## src/rtl/wb_unit_if.sv

```systemverilog
// Bundles the result-input, load-data and register-file write signals of the
// writeback unit so they can be passed around as one port.
`timescale 1ns/1ps
interface wb_unit_if #(parameter int DATA_W = 32);
  // upstream result
  logic              in_valid;
  logic              in_ready;
  logic [5:0]        in_op;
  logic [4:0]        in_rt;
  logic [4:0]        in_rd;
  logic [DATA_W-1:0] in_alu;
  logic [DATA_W-1:0] in_npc;
  // load data
  logic              mem_req;
  logic              mem_rvalid;
  logic [DATA_W-1:0] mem_rdata;
  // register-file write port
  logic              reg_we;
  logic [4:0]        reg_waddr;
  logic [DATA_W-1:0] reg_wdata;

  // unit side
  modport slave (
    input  in_valid, in_op, in_rt, in_rd, in_alu, in_npc, mem_rvalid, mem_rdata,
    output in_ready, mem_req, reg_we, reg_waddr, reg_wdata
  );

  // driver side (pipeline / memory / register file)
  modport master (
    output in_valid, in_op, in_rt, in_rd, in_alu, in_npc, mem_rvalid, mem_rdata,
    input  in_ready, mem_req, reg_we, reg_waddr, reg_wdata
  );
endinterface

```

## src/rtl/wb_unit.sv

```systemverilog
// Writeback stage: accepts one result at a time, waits for load data when
// needed (with a timeout), and issues a single register-file write.
`timescale 1ns/1ps
module wb_unit #(
  parameter int DATA_W      = 32,
  parameter int MEM_TIMEOUT = 15
) (
  input  logic        CLK,
  input  logic        RST,
  wb_unit_if.slave    bus,
  output logic [15:0] wb_count,
  output logic        err,
  input  logic        err_clr
);

  localparam logic [1:0] IDLE     = 2'd0;
  localparam logic [1:0] WAIT_MEM = 2'd1;
  localparam logic [1:0] WRITE    = 2'd2;

  localparam logic [5:0] OP_R_FORM = 6'h00;
  localparam logic [5:0] OP_JAL    = 6'h03;
  localparam logic [5:0] OP_BEQ    = 6'h04;
  localparam logic [5:0] OP_LW     = 6'h23;
  localparam logic [5:0] OP_SW     = 6'h2B;

  // counter only needs to reach MEM_TIMEOUT-1
  localparam int CNT_W = (MEM_TIMEOUT < 2) ? 1 : $clog2(MEM_TIMEOUT);
  localparam logic [CNT_W-1:0] CNT_LAST = CNT_W'(MEM_TIMEOUT - 1);

  logic [1:0]        state_reg, state_next;
  logic [CNT_W-1:0]  cnt_reg, cnt_next;
  logic [4:0]        dest_reg, dest_next;
  logic              reg_we_reg;
  logic [4:0]        reg_waddr_reg;
  logic [DATA_W-1:0] reg_wdata_reg;
  logic [15:0]       wb_count_reg;
  logic              err_reg;

  logic [4:0]        sel_dest;
  logic              wr_go;
  logic [4:0]        wr_dest;
  logic [DATA_W-1:0] wr_data;
  logic              timeout;

  assign bus.in_ready  = (state_reg == IDLE);
  assign bus.mem_req   = (state_reg == WAIT_MEM);
  assign bus.reg_we    = reg_we_reg;
  assign bus.reg_waddr = reg_waddr_reg;
  assign bus.reg_wdata = reg_wdata_reg;
  assign wb_count      = wb_count_reg;
  assign err           = err_reg;

  // destination register chosen from the incoming opcode
  always_comb begin
    if (bus.in_op == OP_JAL)
      sel_dest = 5'd31;
    else if (bus.in_op == OP_R_FORM)
      sel_dest = bus.in_rd;
    else
      sel_dest = bus.in_rt;
  end

  // next-state logic; wr_go marks the edge that moves into WRITE
  always_comb begin
    state_next = state_reg;
    cnt_next   = cnt_reg;
    dest_next  = dest_reg;
    wr_go      = 1'b0;
    wr_dest    = dest_reg;
    wr_data    = bus.in_alu;
    timeout    = 1'b0;
    case (state_reg)
      IDLE: begin
        if (bus.in_valid) begin
          dest_next = sel_dest;
          if (bus.in_op == OP_LW) begin
            state_next = WAIT_MEM;
            cnt_next   = '0;
          end else if (bus.in_op != OP_SW && bus.in_op != OP_BEQ) begin
            state_next = WRITE;
            wr_go      = 1'b1;
            wr_dest    = sel_dest;
            wr_data    = (bus.in_op == OP_JAL) ? bus.in_npc : bus.in_alu;
          end
        end
      end
      WAIT_MEM: begin
        // data arriving in the last allowed cycle still wins over the abort
        if (bus.mem_rvalid) begin
          state_next = WRITE;
          wr_go      = 1'b1;
          wr_data    = bus.mem_rdata;
        end else if (cnt_reg == CNT_LAST) begin
          state_next = IDLE;
          timeout    = 1'b1;
        end else begin
          cnt_next = cnt_reg + 1'b1;
        end
      end
      WRITE:   state_next = IDLE;
      default: state_next = IDLE;
    endcase
  end

  // state, write port and status registers; outputs for the WRITE cycle are
  // loaded on the edge entering it so reg_we is glitch-free and one cycle long
  always_ff @(posedge CLK or posedge RST) begin
    if (RST) begin
      state_reg     <= IDLE;
      cnt_reg       <= '0;
      dest_reg      <= '0;
      reg_we_reg    <= 1'b0;
      reg_waddr_reg <= '0;
      reg_wdata_reg <= '0;
      wb_count_reg  <= '0;
      err_reg       <= 1'b0;
    end else begin
      state_reg  <= state_next;
      cnt_reg    <= cnt_next;
      dest_reg   <= dest_next;
      reg_we_reg <= wr_go && (wr_dest != 5'd0);
      if (wr_go && (wr_dest != 5'd0)) begin
        reg_waddr_reg <= wr_dest;
        reg_wdata_reg <= wr_data;
        wb_count_reg  <= wb_count_reg + 16'd1;
      end
      if (timeout)
        err_reg <= 1'b1;
      else if (err_clr)
        err_reg <= 1'b0;
    end
  end

endmodule
```

## src/flat_wrapper.sv

```systemverilog
// flat-port wrapper written by rule: the top's interface ports become plain ports
module wb_unit_flat 
#(
  parameter int DATA_W      = 32,
  parameter int MEM_TIMEOUT = 15
)
  (CLK, RST, wb_count, err, err_clr, bus_in_valid, bus_in_op, bus_in_rt, bus_in_rd, bus_in_alu, bus_in_npc, bus_mem_rvalid, bus_mem_rdata, bus_in_ready, bus_mem_req, bus_reg_we, bus_reg_waddr, bus_reg_wdata);
  wb_unit_if #(.DATA_W(DATA_W)) bus_i ();
  input  logic CLK;
  input  logic RST;
  output logic [15:0] wb_count;
  output logic err;
  input  logic err_clr;
  input wire logic [$bits(bus_i.in_valid)-1:0] bus_in_valid;
  input wire logic [$bits(bus_i.in_op)-1:0] bus_in_op;
  input wire logic [$bits(bus_i.in_rt)-1:0] bus_in_rt;
  input wire logic [$bits(bus_i.in_rd)-1:0] bus_in_rd;
  input wire logic [$bits(bus_i.in_alu)-1:0] bus_in_alu;
  input wire logic [$bits(bus_i.in_npc)-1:0] bus_in_npc;
  input wire logic [$bits(bus_i.mem_rvalid)-1:0] bus_mem_rvalid;
  input wire logic [$bits(bus_i.mem_rdata)-1:0] bus_mem_rdata;
  output wire logic [$bits(bus_i.in_ready)-1:0] bus_in_ready;
  output wire logic [$bits(bus_i.mem_req)-1:0] bus_mem_req;
  output wire logic [$bits(bus_i.reg_we)-1:0] bus_reg_we;
  output wire logic [$bits(bus_i.reg_waddr)-1:0] bus_reg_waddr;
  output wire logic [$bits(bus_i.reg_wdata)-1:0] bus_reg_wdata;
  assign bus_i.in_valid = bus_in_valid;
  assign bus_i.in_op = bus_in_op;
  assign bus_i.in_rt = bus_in_rt;
  assign bus_i.in_rd = bus_in_rd;
  assign bus_i.in_alu = bus_in_alu;
  assign bus_i.in_npc = bus_in_npc;
  assign bus_i.mem_rvalid = bus_mem_rvalid;
  assign bus_i.mem_rdata = bus_mem_rdata;
  assign bus_in_ready = bus_i.in_ready;
  assign bus_mem_req = bus_i.mem_req;
  assign bus_reg_we = bus_i.reg_we;
  assign bus_reg_waddr = bus_i.reg_waddr;
  assign bus_reg_wdata = bus_i.reg_wdata;
  wb_unit #(.DATA_W(DATA_W), .MEM_TIMEOUT(MEM_TIMEOUT)) u_core (.CLK(CLK), .RST(RST), .bus(bus_i), .wb_count(wb_count), .err(err), .err_clr(err_clr));
endmodule
```

## config.mk

```make
export PLATFORM = sky130hd
export DESIGN_NAME = wb_unit_flat
export DESIGN_NICKNAME = d
export VERILOG_FILES = /design/src/rtl/wb_unit_if.sv /design/src/rtl/wb_unit.sv /design/src/flat_wrapper.sv
export SDC_FILE = /design/constraint.sdc
export NUM_CORES = 1
export LEC_CHECK = 0
export ABC_AREA = 1
export CORE_UTILIZATION = 40
export DETAILED_ROUTE_END_ITERATION = 10
export PLACE_DENSITY = 0.8
export SLEW_MARGIN = 40
export SYNTH_ARGS = -nofsm -noshare
export SYNTH_HDL_FRONTEND = slang
export SYNTH_SLANG_ARGS = --single-unit
```

## constraint.sdc

```tcl
create_clock -name CLK -period 2 [get_ports CLK]
set_input_delay 0.5 -clock CLK [delete_from_list [all_inputs] [get_ports CLK]]
set_output_delay 0.5 -clock CLK [all_outputs]
set_load 0.05 [all_outputs]
```

Yosys cells after proc, flatten, opt, wreduce, memory -nomap -nowiden
Index checks and enable logic that the tools add are counted.
Widths: inputs -> output; s select.
{"block": "totals", "regBits": 66, "input_bits": 117, "out_inout_bits": 57, "wordCells": 65}
{"block": "classes", "add_sub_neg": 2, "n_eq_ne": 12, "mux": 33, "reduce_logical": 10}
{"operator": "$mux 32", "count": 5}
{"operator": "$pmux 32 s2", "count": 1}
{"operator": "$mux 5", "count": 6}
{"operator": "$add 16x1->16 const B", "count": 1}
{"operator": "$mux 4", "count": 4}
{"operator": "$mux 2", "count": 5}
{"operator": "$mux 1", "count": 9}
{"operator": "$pmux 4 s2", "count": 1}
{"operator": "$eq 6x2->1 const B", "count": 1}
{"operator": "$eq 6x6->1 const B", "count": 1}
{"operator": "$logic_not 6->1", "count": 1}
{"operator": "$ne 2x2->1 const B", "count": 3}
{"operator": "$ne 6x3->1 const B", "count": 1}
{"operator": "$ne 6x6->1 const B", "count": 1}
{"operator": "$reduce_and 5->1", "count": 1}
{"operator": "$reduce_bool 5->1", "count": 1}
{"operator": "$add 4x1->4 const B", "count": 1}
{"operator": "$eq 4x4->1 const B", "count": 1}
{"operator": "$pmux 2 s2", "count": 1}
{"operator": "$reduce_bool 2->1", "count": 2}
{"operator": "$ne 3x1->1 const B", "count": 1}
{"operator": "$ne 3x2->1 const B", "count": 1}
{"operator": "$reduce_and 3->1", "count": 1}
{"operator": "$eq 2x1->1 const B", "count": 1}
{"operator": "other kinds (5)", "count": 6}

Depth between registers and ports, before layout
{"block": "depth", "word_depth": 9, "depth_mapped": 14, "ltp_nobuf": 13}

Worst setup path after synthesis
OpenSTA, ideal clock, no wires.
{"block": "synth_timing", "path_kind": "register -> register", "start": "register u_core.wb_count_reg[0] (netlist: u_core.wb_count[0])", "end": "register u_core.wb_count_reg[10] (netlist: u_core.wb_count[10])", "setup_time_ps": 120, "t_arrival_ps": 1814, "required_ps": 1880, "path_slack_ps": 66, "stages_incl_launch_ff": 10, "n_path_buf": 0, "period_less_slack_ps": 1934, "path_cell_list": "dfrtp_1 -> ha_1 -> nand2_1 -> nor2_1 -> nand3_1 -> nor2_1 -> nand2_1 -> xor2_1 -> nand3_1 -> nand2_1"}
{"block": "synth_via", "elab_chain_cells": 1}
{"element": "from (decl)", "line_no": "wb_unit.sv:36", "source": "logic [15:0] wb_count_reg;"}
{"element": "from (signal assigned)", "line_no": "wb_unit.sv:125", "source": "wb_count_reg <= wb_count_reg + 16'd1;"}
{"element": "$add 16x1->16", "line_no": "wb_unit.sv:125"}
No other way between the ends.
A chain may end at the register's enable or synchronous reset.

Final worst setup path
{"block": "layout_timing", "start": "register u_core.reg_we_reg (netlist: u_core.bus.reg_we)", "end": "output bus_reg_we"}
{"element": "from (decl)", "line_no": "wb_unit.sv:33", "source": "logic reg_we_reg;"}
{"element": "from (signal assigned)", "line_no": "wb_unit.sv:121", "source": "reg_we_reg <= wr_go && (wr_dest != 5'd0);"}
{"element": "to (decl)", "line_no": "flat_wrapper.sv:24", "source": "output wire logic [$bits(bus_i.reg_we)-1:0] bus_reg_we;"}
No word-level cell between the ends.

==> impl_metrics.py <==
metrics = {
    "cells_and_area": {
        "post_layout_nonfiller_instances": 946,
        "largest_reg_flops": 32,
        "diodes": 0,
        "fillers": 889,
        "drive_gt1_share_pct": 18.9,
        "area.growth.synth_to_final_pct": 55.7,
        "nets": 925,
    },
    "clock_network": {
        "clock_sinks": 66,
        "clk_pin_slew_ps": 70,
        "insertion_delay_ps": 340,
        "numCtsBuffers": 9,
        "clk_path_buf_depth": 2,
        "h-tree-depth": 3,
        "cts_tree": "built",
        "cts-root-buf": "clkbuf_8",
    },
    "worst_setup_path": {
        "worstPathRequired_ps": 1500,
        "crit_arrival_ps": 1450,
        "crit_slowest_cell": "clkdlybuf4s50_1",
        "worstSetupPathType": "reg -> out",
        "worstPathCellList": "clkdlybuf4s50_1",
        "path_buf_inv": 1,
        "startpoint_type": "register",
        "cpPeakStageDelay_ps": 790,
        "cp-end-kind": "output port",
        "cp_max_fo": 1,
        "cp_top_family": "buffers and inverters",
    },
    "global_routing": {
        "grt_util_met3_pct": 6.24,
        "grt.total_usage_pct": 25.8,
        "met2_usage_pct": 43.8,
        "grt_start_max_net_pins": 67,
        "antenna_found_initial": 0,
        "grt_first_pass_wirelength_um": 22500,
        "grt-ovfl-total": 0,
        "grt_pass1_vias": 4658,
        "grt_use_met1_pct": 31.3,
        "grt-busiest-layer": "met2",
    },
    "sta": {
        "slew_viol_final": 0,
        "worst_pin_slew_ps": 487,
        "relSlewSlack_pct": 67.5,
        "fin_crit_ps": 1950,
        "finalSetupViolCount": 0,
        "fin_skew_ps": 9.13,
        "hold_violations": 0,
        "hold_slack_ps": 474,
        "finalCritPeriodShare_pct": 97.5,
        "clock.fmax_mhz": 513,
    },
    "logic_synthesis": {
        "syn-num-nets": 737,
        "yosys_warnings": 0,
        "synth.most_common_cell": "nand2_1",
        "yosys.area.top_type": "dfrtp_1",
        "seq_area_frac_synth_pct": 38.8,
        "async_reset_ff_share_pct": 100,
        "syn_avg_cell_area_um2": 6.90,
        "synth_edf_count": 0,
        "syn-cell-area_um2": 4260,
        "synth_seq_cells": 66,
        "synth_top_area_share_pct": 38.8,
        "yosysUniqueCellTypes": 30,
        "yosys-top-cells-count": "nand2_1 (169), nand3_1 (131), o21ai_0 (67)",
        "synthCells": 617,
        "ys_top_cells_by_area": "dfrtp_1 (39%), nand3_1 (15%), nand2_1 (15%)",
        "synth_flop_cell": "dfrtp_1",
    },
    "place": {
        "hpwlAfterDp_um": 9770,
        "gp_congestion": 0.884,
        "dp_cells": 920,
        "port_buffers": 173,
    },
    "drt": {
        "dr.pass1.iters": 5,
        "wire_per_inst_um": 15.2,
        "dr_total_vias": 4976,
        "drt_iter0_drc": 377,
        "drc": 0,
        "via_per_inst": 5.26,
        "routed_wl_um": 14400,
        "postRouteAntennaNets": 0,
    },
    "floorplan": {
        "boundaryPins": 174,
        "initial_core_util_pct": 41.2,
        "die-area_um2": 11100,
        "fp.dieH_um": 105,
        "fp.dieW_um": 105,
        "core_area_um2": 10300,
        "rows": 37,
    },
    "power": {
        "power.density_nw_per_um2": 776,
        "power.leakage_nw": 3.24,
        "ir_worst_vdd_uv": 498,
    },
    "run_status": {
        "status": "completed",
    },
    "hold_path": {
        "min_path_type": "reg -> reg",
    },
    "flow_run": {
        "maxCapViolCount": 0,
    },
}
[where the power goes]
part	switching, mW	internal, mW
clock	0.512	0.472
combinational	1.52	0.853
sequential	0.191	1.59
[repair_timing]
action                     in CTS  in global routing
pin swaps                       6                 14
cloned                          4                  0
hold buffers                    0                  0
setup endpoints to repair      56                 56
gates resized for setup        23                 33
setup buffers                   2                  5
[logic make-up after synthesis]
family | after synthesis | synth area share, %
simple gates | 332 | 34.8
xor+xnor | 15 | 3.09
buf+inv | 96 | 9.64
compound gates | 105 | 12.8
flops | 66 | 38.8
fa+ha+maj | 3 | 0.882
[layout by cell type (no fill, tap or decap), types with 5 or more instances in the layout]
cell / n
a21oi_1: 30
buf_12: 10
buf_4: 79
clkbuf_8: 10
clkdlybuf4s50_1: 110
clkinv_2: 5
dfrtp_1: 66
inv_1: 51
inv_2: 6
nand2_1: 161
nand2_2: 7
nand3_1: 128
nor2_1: 11
nor2_4: 6
o21ai_0: 67
xnor2_1: 5
xor2_1: 10
[worst paths after layout]
check,startpoint,to,slack (ps),depth (start not counted)
worst max-delay path,u_core.bus.reg_we,bus_reg_we,50,1
worst min-delay path,u_core.bus.reg_wdata[24],u_core.bus.reg_wdata[24],470,2
worst max register to register,u_core.state_reg[0],u_core.wb_count[13],190,15
worst min register to register,u_core.bus.reg_wdata[24],u_core.bus.reg_wdata[24],470,2
max in group asynchronous,RST,u_core.err,1110,3
min in group asynchronous,RST,u_core.bus.reg_waddr[2],600,3
[metal layers]
metal	part of all wire (%)	vias up
li1	-	2410
met3	9.1	28
met2	49	253
met4	2.4	0
met5	0	-
met1	39	2285
[per-stage QoR]
step                      utilization (%)  power [mW]  worst slack (ps)  TNS (ps)  instance area [um^2]
final                                64.2        5.14              51.0         0                  6630
after global routing                 64.2        5.42             -60.7     -1170                  6630
after floorplan                         -        3.21              66.2         0                  4260
after CTS                            63.2        5.14             0.983         0                  6530
after detailed placement             59.8        4.12              -521    -27660                  6170
after global placement               59.8        4.07              -465    -24650                  6170
[layout make-up]
| cell class | instances | area [um^2] | share of cell area, % |
|---|---|---|---|
| multi-input cells | 455 | 2300 | 34.8 |
| repair buffers | 214 | 2100 | 31.7 |
| flip-flops and latches | 66 | 1650 | 24.9 |
| inverters | 59 | 228 | 3.44 |
| well taps | 136 | 170 | 2.57 |
| clock buffers | 10 | 138 | 2.08 |
| clock inverters | 6 | 32.5 | 0.491 |
[worst min-delay path, stage by stage (launching register included)]
cell     delay (ps)
dfrtp_1         340
nand2_1          50
nand2_1          50
Power figures use the tool's default switching activity.
